--- config.mk ---
export PLATFORM = sky130hd
export DESIGN_NAME = mem_arbiter_flat
export DESIGN_NICKNAME = d
export VERILOG_FILES = /design/src/rtl/mem_arbiter_if.sv /design/src/rtl/mem_arbiter.sv /design/src/flat_wrapper.sv
export SDC_FILE = /design/constraint.sdc
export NUM_CORES = 1
export LEC_CHECK = 0
export ABC_AREA = 1
export CAP_MARGIN = 20
export CORE_AREA = 4 4 203 205
export DETAILED_ROUTE_END_ITERATION = 10
export DIE_AREA = 0 0 207 209
export PLACE_DENSITY = 0.38
export SKIP_LAST_GASP = 1
export SYNTH_ARGS = -nofsm -noshare
export SYNTH_HDL_FRONTEND = slang
export SYNTH_SLANG_ARGS = --single-unit
--- constraint.sdc ---
create_clock -name i_clk -period 1.6 [get_ports i_clk]
set_input_delay 0.32 -clock i_clk [delete_from_list [all_inputs] [get_ports i_clk]]
set_output_delay 0.32 -clock i_clk [all_outputs]
set_load 0.005 [all_outputs]
--- src/rtl/mem_arbiter_if.sv ---
// Cache-side and memory-side signal bundle of the burst arbiter.
// master = arbiter side, slave = caches plus memory port.
interface mem_arbiter_if #(
    parameter int ADDR_WIDTH = 64,
    parameter int DATA_WIDTH = 64
);
    logic                  i_i_req;
    logic [ADDR_WIDTH-1:0] i_i_addr;
    logic                  o_i_gnt;
    logic                  o_i_rvalid;
    logic [DATA_WIDTH-1:0] o_i_rdata;
    logic                  o_i_done;

    logic                  i_d_req;
    logic                  i_d_we;
    logic [ADDR_WIDTH-1:0] i_d_addr;
    logic [DATA_WIDTH-1:0] i_d_wdata;
    logic                  o_d_wnext;
    logic                  o_d_gnt;
    logic                  o_d_rvalid;
    logic [DATA_WIDTH-1:0] o_d_rdata;
    logic                  o_d_done;

    logic                  o_mem_req;
    logic                  o_mem_we;
    logic [ADDR_WIDTH-1:0] o_mem_addr;
    logic                  i_mem_ack;
    logic                  o_mem_wvalid;
    logic [DATA_WIDTH-1:0] o_mem_wdata;
    logic                  i_mem_wready;
    logic                  i_mem_rvalid;
    logic [DATA_WIDTH-1:0] i_mem_rdata;

    modport master (
        input  i_i_req, i_i_addr, i_d_req, i_d_we, i_d_addr, i_d_wdata,
               i_mem_ack, i_mem_wready, i_mem_rvalid, i_mem_rdata,
        output o_i_gnt, o_i_rvalid, o_i_rdata, o_i_done,
               o_d_gnt, o_d_rvalid, o_d_rdata, o_d_done, o_d_wnext,
               o_mem_req, o_mem_we, o_mem_addr, o_mem_wvalid, o_mem_wdata
    );

    modport slave (
        output i_i_req, i_i_addr, i_d_req, i_d_we, i_d_addr, i_d_wdata,
               i_mem_ack, i_mem_wready, i_mem_rvalid, i_mem_rdata,
        input  o_i_gnt, o_i_rvalid, o_i_rdata, o_i_done,
               o_d_gnt, o_d_rvalid, o_d_rdata, o_d_done, o_d_wnext,
               o_mem_req, o_mem_we, o_mem_addr, o_mem_wvalid, o_mem_wdata
    );
endinterface

--- src/rtl/mem_arbiter.sv ---
// Round-robin I/D burst arbiter onto one memory port, one burst in flight.
// Latency: request -> gnt + mem_req next cycle; last beat -> done next cycle.
// Backpressure: mem_req held until ack; beats advance only on rvalid / wready.
module mem_arbiter #(
    parameter int ADDR_WIDTH = 64,
    parameter int DATA_WIDTH = 64,
    parameter int BEATS      = 8
) (
    input  logic          i_clk,
    input  logic          i_arstn,
    mem_arbiter_if.master bus
);
    localparam int CW   = (BEATS > 1) ? $clog2(BEATS) : 1;
    localparam int OFFS = $clog2(BEATS * DATA_WIDTH / 8);
    localparam logic [ADDR_WIDTH-1:0] ADDR_MASK = {ADDR_WIDTH{1'b1}} << OFFS;
    localparam logic [CW-1:0]         LAST_BEAT = CW'(BEATS - 1);

    typedef enum logic [1:0] {IDLE, ADDR, DATA, DONE} state_t;

    state_t                state;
    logic                  owner;
    logic                  last_owner;
    logic                  we_q;
    logic [CW-1:0]         cnt;
    logic [ADDR_WIDTH-1:0] addr_q;
    logic                  i_gnt_q, d_gnt_q;
    logic                  i_done_q, d_done_q;
    logic                  mem_req_q;

    logic win_vld, win_d;
    logic rd_beat, wr_vld, wr_beat, beat;
    logic i_rv, d_rv;

    // On a tie the requester that did not win last time takes the bus.
    always_comb begin
        win_vld = bus.i_i_req | bus.i_d_req;
        win_d   = bus.i_d_req;
        if (bus.i_i_req && bus.i_d_req) begin
            win_d = ~last_owner;
        end
    end

    assign rd_beat = (state == DATA) && !we_q && bus.i_mem_rvalid;
    assign wr_vld  = (state == DATA) && we_q;
    assign wr_beat = wr_vld && bus.i_mem_wready;
    assign beat    = rd_beat | wr_beat;
    assign i_rv    = rd_beat && !owner;
    assign d_rv    = rd_beat && owner;

    always_ff @(posedge i_clk) begin
        if (!i_arstn) begin
            state      <= IDLE;
            owner      <= 1'b0;
            last_owner <= 1'b1;
            we_q       <= 1'b0;
            cnt        <= '0;
            addr_q     <= '0;
            i_gnt_q    <= 1'b0;
            d_gnt_q    <= 1'b0;
            i_done_q   <= 1'b0;
            d_done_q   <= 1'b0;
            mem_req_q  <= 1'b0;
        end else begin
            i_gnt_q  <= 1'b0;
            d_gnt_q  <= 1'b0;
            i_done_q <= 1'b0;
            d_done_q <= 1'b0;
            case (state)
                IDLE: begin
                    if (win_vld) begin
                        owner      <= win_d;
                        last_owner <= win_d;
                        we_q       <= win_d & bus.i_d_we;
                        addr_q     <= (win_d ? bus.i_d_addr : bus.i_i_addr) & ADDR_MASK;
                        i_gnt_q    <= ~win_d;
                        d_gnt_q    <= win_d;
                        mem_req_q  <= 1'b1;
                        state      <= ADDR;
                    end
                end
                ADDR: begin
                    if (bus.i_mem_ack) begin
                        mem_req_q <= 1'b0;
                        cnt       <= '0;
                        state     <= DATA;
                    end
                end
                DATA: begin
                    if (beat) begin
                        cnt <= cnt + CW'(1);
                        if (cnt == LAST_BEAT) begin
                            i_done_q <= ~owner;
                            d_done_q <= owner;
                            state    <= DONE;
                        end
                    end
                end
                DONE: state <= IDLE;
                default: state <= IDLE;
            endcase
        end
    end

    assign bus.o_i_gnt      = i_gnt_q;
    assign bus.o_d_gnt      = d_gnt_q;
    assign bus.o_i_done     = i_done_q;
    assign bus.o_d_done     = d_done_q;
    assign bus.o_mem_req    = mem_req_q;
    assign bus.o_mem_we     = we_q;
    assign bus.o_mem_addr   = addr_q;

    // Data paths are gated so idle and reset states present all-zero outputs.
    assign bus.o_i_rvalid   = i_rv;
    assign bus.o_i_rdata    = i_rv ? bus.i_mem_rdata : '0;
    assign bus.o_d_rvalid   = d_rv;
    assign bus.o_d_rdata    = d_rv ? bus.i_mem_rdata : '0;
    assign bus.o_mem_wvalid = wr_vld;
    assign bus.o_mem_wdata  = wr_vld ? bus.i_d_wdata : '0;
    assign bus.o_d_wnext    = wr_beat;
endmodule

--- src/flat_wrapper.sv ---
// flat-port wrapper written by rule: the top's interface ports become plain ports
module mem_arbiter_flat 
#(
    parameter int ADDR_WIDTH = 64,
    parameter int DATA_WIDTH = 64,
    parameter int BEATS      = 8
)
  (i_clk, i_arstn, bus_i_i_req, bus_i_i_addr, bus_i_d_req, bus_i_d_we, bus_i_d_addr, bus_i_d_wdata, bus_i_mem_ack, bus_i_mem_wready, bus_i_mem_rvalid, bus_i_mem_rdata, bus_o_i_gnt, bus_o_i_rvalid, bus_o_i_rdata, bus_o_i_done, bus_o_d_gnt, bus_o_d_rvalid, bus_o_d_rdata, bus_o_d_done, bus_o_d_wnext, bus_o_mem_req, bus_o_mem_we, bus_o_mem_addr, bus_o_mem_wvalid, bus_o_mem_wdata);
  mem_arbiter_if #(.ADDR_WIDTH(ADDR_WIDTH), .DATA_WIDTH(DATA_WIDTH)) bus_i ();
  input  logic i_clk;
  input  logic i_arstn;
  input wire logic [$bits(bus_i.i_i_req)-1:0] bus_i_i_req;
  input wire logic [$bits(bus_i.i_i_addr)-1:0] bus_i_i_addr;
  input wire logic [$bits(bus_i.i_d_req)-1:0] bus_i_d_req;
  input wire logic [$bits(bus_i.i_d_we)-1:0] bus_i_d_we;
  input wire logic [$bits(bus_i.i_d_addr)-1:0] bus_i_d_addr;
  input wire logic [$bits(bus_i.i_d_wdata)-1:0] bus_i_d_wdata;
  input wire logic [$bits(bus_i.i_mem_ack)-1:0] bus_i_mem_ack;
  input wire logic [$bits(bus_i.i_mem_wready)-1:0] bus_i_mem_wready;
  input wire logic [$bits(bus_i.i_mem_rvalid)-1:0] bus_i_mem_rvalid;
  input wire logic [$bits(bus_i.i_mem_rdata)-1:0] bus_i_mem_rdata;
  output wire logic [$bits(bus_i.o_i_gnt)-1:0] bus_o_i_gnt;
  output wire logic [$bits(bus_i.o_i_rvalid)-1:0] bus_o_i_rvalid;
  output wire logic [$bits(bus_i.o_i_rdata)-1:0] bus_o_i_rdata;
  output wire logic [$bits(bus_i.o_i_done)-1:0] bus_o_i_done;
  output wire logic [$bits(bus_i.o_d_gnt)-1:0] bus_o_d_gnt;
  output wire logic [$bits(bus_i.o_d_rvalid)-1:0] bus_o_d_rvalid;
  output wire logic [$bits(bus_i.o_d_rdata)-1:0] bus_o_d_rdata;
  output wire logic [$bits(bus_i.o_d_done)-1:0] bus_o_d_done;
  output wire logic [$bits(bus_i.o_d_wnext)-1:0] bus_o_d_wnext;
  output wire logic [$bits(bus_i.o_mem_req)-1:0] bus_o_mem_req;
  output wire logic [$bits(bus_i.o_mem_we)-1:0] bus_o_mem_we;
  output wire logic [$bits(bus_i.o_mem_addr)-1:0] bus_o_mem_addr;
  output wire logic [$bits(bus_i.o_mem_wvalid)-1:0] bus_o_mem_wvalid;
  output wire logic [$bits(bus_i.o_mem_wdata)-1:0] bus_o_mem_wdata;
  assign bus_i.i_i_req = bus_i_i_req;
  assign bus_i.i_i_addr = bus_i_i_addr;
  assign bus_i.i_d_req = bus_i_d_req;
  assign bus_i.i_d_we = bus_i_d_we;
  assign bus_i.i_d_addr = bus_i_d_addr;
  assign bus_i.i_d_wdata = bus_i_d_wdata;
  assign bus_i.i_mem_ack = bus_i_mem_ack;
  assign bus_i.i_mem_wready = bus_i_mem_wready;
  assign bus_i.i_mem_rvalid = bus_i_mem_rvalid;
  assign bus_i.i_mem_rdata = bus_i_mem_rdata;
  assign bus_o_i_gnt = bus_i.o_i_gnt;
  assign bus_o_i_rvalid = bus_i.o_i_rvalid;
  assign bus_o_i_rdata = bus_i.o_i_rdata;
  assign bus_o_i_done = bus_i.o_i_done;
  assign bus_o_d_gnt = bus_i.o_d_gnt;
  assign bus_o_d_rvalid = bus_i.o_d_rvalid;
  assign bus_o_d_rdata = bus_i.o_d_rdata;
  assign bus_o_d_done = bus_i.o_d_done;
  assign bus_o_d_wnext = bus_i.o_d_wnext;
  assign bus_o_mem_req = bus_i.o_mem_req;
  assign bus_o_mem_we = bus_i.o_mem_we;
  assign bus_o_mem_addr = bus_i.o_mem_addr;
  assign bus_o_mem_wvalid = bus_i.o_mem_wvalid;
  assign bus_o_mem_wdata = bus_i.o_mem_wdata;
  mem_arbiter #(.ADDR_WIDTH(ADDR_WIDTH), .DATA_WIDTH(DATA_WIDTH), .BEATS(BEATS)) u_core (.i_clk(i_clk), .i_arstn(i_arstn), .bus(bus_i));
endmodule
==> impl_metrics.csv <==
group,metric,value,unit
critical_path,path_class,"in2out",
sta,worst_slack,-0.494,ns
critical_path,cp_max_fo,7,
critical_path,cp_data_required_time,1.28,ns
cts,root_buffer,"clkbuf_16",
final_layout,area_growth,161,%
sta,finalCriticalPeriod,2.09,ns
die,io_pins,530,
die,initial_core_util,11.5,%
hold_path,hp-start,"i_arstn",
cts,clk_pin_slew_worst_paths,0.06,ns
global_route,grt_max_degree,39,
final_layout,fillerInstances,4384,
final_layout,nets,1600,
sta,fmax,477,MHz
pwr,swShare,36.2,%
sta,rsz0062_at_grt,"yes",
routing,via_per_inst,3.71,
cts,clock_sinks,71,
final_layout,multiInputGateArea,3020,um^2
sta,holdWs,0.388,ns
global_route,grt_pass1_vias,6938,
cts,clk-insertion-delay-late,0.34,ns
critical_path,cpPeakStageDelay,0.54,ns
synthesis,yosysSeqAreaShare,31.3,%
synthesis,ys_types,24,
cts,cts_tree,"built",
die,num_rows,73,
die,die_w,207,um
final_layout,fin_cells,1862,
synthesis,synth_ff_type,"dfxtp_1",
sta,slew_viol_final,0,
synthesis,yosysWarnings,0,
global_route,grt_first_pass_wirelength,49100,um
pwr,power,11.4,mW
die,core_area,39500,um^2
global_route,antenna_found_initial,4,
pwr,p_comb_share,57.2,%
synthesis,synth_area_leaders,"dfxtp_1, nor2_1, inv_1",
pwr,power_density,960,nW/um^2
routing,drc,0,
critical_path,crit_top_cell,"nor2_4",
placement,dpl.hpwl,27000,um
synthesis,synth_top_area_share,31.3,%
critical_path,slowest_stage,"clkdlybuf4s50_1",
synthesis,synth_cells,765,
sta,clock_skew,0.00703,ns
critical_path,regToRegSetupSlack,0.05,ns
routing,first_pass_iters,4,
hold_path,hold_depth,2,
routing,drt-total-wl,35500,um
pwr,leakage,5.73,nW
pwr,clkPwrFrac,18.0,%
routing,via_count,6911,
synthesis,synth-async-reset-ratio,0,%
global_route,grt_overflow,0,
routing,drt_iter0_markers,250,
global_route,grt_usage,15.1,%
critical_path,path_cells,"clkdlybuf4s50_1, nand3_4, nor2_4, inv_8, buf_8, buf_12, nor2_4, buf_2",
synthesis,ys_ff_latch,71,
hold_path,worstHoldPathType,"in2reg",
synthesis,synth.cell_area,4540,um^2
final_layout,seqCellArea,1430,um^2
placement,io_buffers,511,
synthesis,syn_avg_cell_area,5.93,um^2
critical_path,end_kind,"primary output",
pwr,p_seq_share,24.7,%
die,die_h,209,um
pwr,p_sw,4.11,mW
final_layout,drive_gt1_share,34.8,%
sta,hold_viol_final,0,
cts,cts_buffer_depth,2,
critical_path,r2r_start,"u_core.state[1]",
synthesis,synth-edff-count,0,
critical_path,rr_worst_depth,10,
pwr,peakVddDrop,0.513,mV
pwr,internal_power,7.25,mW
placement,place_congestion,0.832,
hold_path,worstHoldEndpoint,"u_core.last_owner",
die,die-area,43300,um^2
sta,period_share,131,%
synthesis,synth_top_area_cell,"dfxtp_1",
critical_path,startpoint_type,"input port",
placement,placed_cells,1802,
cts,cts_buffers,9,
run_status,violations,"negative setup slack",
critical_path,crit_arrival,1.77,ns
job,maxCapViolCount,0,
routing,wl_per_cell,19.1,um
sta,setup_viol,196,
run_status,outcome,"complete, but fails checks",
critical_path,r2r-end,"u_core.bus.o_mem_addr[53]",
cts,hold_buffers,0,
cts,h-tree-depth,3,
routing,ant_nets,0,
[state kept, by name, indices dropped and copies added (netlist names)]
signal / cells
u_core.bus.o_d_done: 1
u_core.cnt: 3
u_core.bus.o_mem_req: 1
u_core.state: 2
u_core.bus.o_mem_addr: 58
u_core.bus.o_i_gnt: 1
u_core.bus.o_i_done: 1
u_core.bus.o_mem_we: 1
u_core.last_owner: 1
u_core.owner: 1
u_core.bus.o_d_gnt: 1
[cells in the final DEF, fill, tap and decap left out, types with 3 or more instances in the layout]
cell type / n
a31oi_1: 57
buf_12: 21
buf_16: 10
buf_2: 131
buf_4: 44
buf_6: 45
buf_8: 5
clkbuf_16: 16
clkbuf_2: 16
clkdlybuf4s15_2: 12
clkdlybuf4s50_1: 301
clkinv_2: 3
conb_1: 6
dfxtp_1: 68
dfxtp_2: 3
dlygate4sd2_1: 5
dlymetal6s2s_1: 9
ha_1: 3
inv_1: 139
inv_2: 5
nand2_1: 133
nand3_1: 3
nand3_2: 3
nor2_1: 82
nor2_2: 46
nor2_4: 83
o21ai_0: 29
o21ai_1: 29
o21ai_2: 3
[per-stage QoR]
stage                     TNS (ns)  cell area [um^2]  utilization (%)  setup WS, ns
final                       -72.98             11800             30.0        -0.494
after global routing        -90.33             11800             30.0        -0.576
after CTS                   -97.22             11400             28.8        -0.574
after detailed placement   -133.39             10500             26.6        -0.901
after global placement     -132.22             10500             26.6        -0.873
after floorplan              -1.34              4560                -       -0.0111
[synthesized netlist by cell type, types with 6 or more instances]
| master | count |
|---|---|
| a31oi_1 | 58 |
| buf_2 | 19 |
| buf_4 | 19 |
| buf_6 | 13 |
| clkbuf_1 | 6 |
| dfxtp_1 | 71 |
| inv_1 | 143 |
| nand2_1 | 135 |
| nand3_1 | 6 |
| nor2_1 | 209 |
| o21ai_0 | 33 |
| o21ai_1 | 28 |
[critical path, delay by kind of cell]
| family | cells | cell delay [ns] |
|---|---|---|
| buf+inv | 5 | 1.04 |
| simple gates | 3 | 0.40 |
[how the worst max path moves through the flow]
stage / startpoint / end / slack (ns) / depth (start not counted)
final: bus_i_mem_rvalid / bus_o_i_rdata[4] / -0.49 / 8
after global routing: u_core.state[0] / bus_o_i_rdata[4] / -0.58 / 9
after CTS: u_core.state[0] / bus_o_d_rdata[60] / -0.57 / 9
after detailed placement: bus_i_mem_rvalid / bus_o_i_rdata[46] / -0.90 / 7
after global placement: bus_i_mem_rvalid / bus_o_i_rdata[50] / -0.87 / 7
after floorplan: u_core.state[0] / bus_o_i_rdata[10] / -0.01 / 8
[area by class of cell]
class                           instances  share of cell area, %
Clock inverter                          6                  0.518
Tap cell                              525                   5.55
Multi-Input combinational cell        494                   25.6
Antenna cell                            1                 0.0212
Inverter                              148                   4.85
Sequential cell                        71                   12.1
Clock buffer                           10                   1.94
Timing Repair Buffer                  607                   49.5
[kinds of logic after synthesis]
family	share of synthesized area, %
buf+inv	21.2
flops	31.3
fa+ha+maj	1.38
other cells	0.0826
compound gates	15.5
simple gates	30.5
[power by group through the flow]
stage,registers [mW],clock network (mW),logic (mW)
3_5_place_dp,2.82,0,5.39
4_1_cts,2.81,2.14,6.11
5_1_grt,2.89,2.19,7.05
6_report,2.81,2.05,6.50
3_3_place_gp,2.81,0,5.44
2_1_floorplan,2.84,0,1.93
[routing by layer]
| metal | up-vias | wire, um | share of wire, % | global-route usage (%) |
|---|---|---|---|---|
| met4 | 6 | 855 | 2.4 | 3.99 |
| met2 | 322 | 17800 | 50 | 26.7 |
| met1 | 3094 | 13500 | 38 | 16.8 |
| met5 | - | 34 | 0.096 | 0 |
| met3 | 43 | 3340 | 9.4 | 6.23 |
| li1 | 3446 | - | - | - |
[repair_timing]
item,4_1_cts,5_1_grt
cloned,14,7
endpoints found under the setup margin,206,274
setup buffers,19,10
gates resized for setup,839,255
pin swaps,6,9
hold endpoints to repair,0,0
Power figures use the tool's default switching activity.
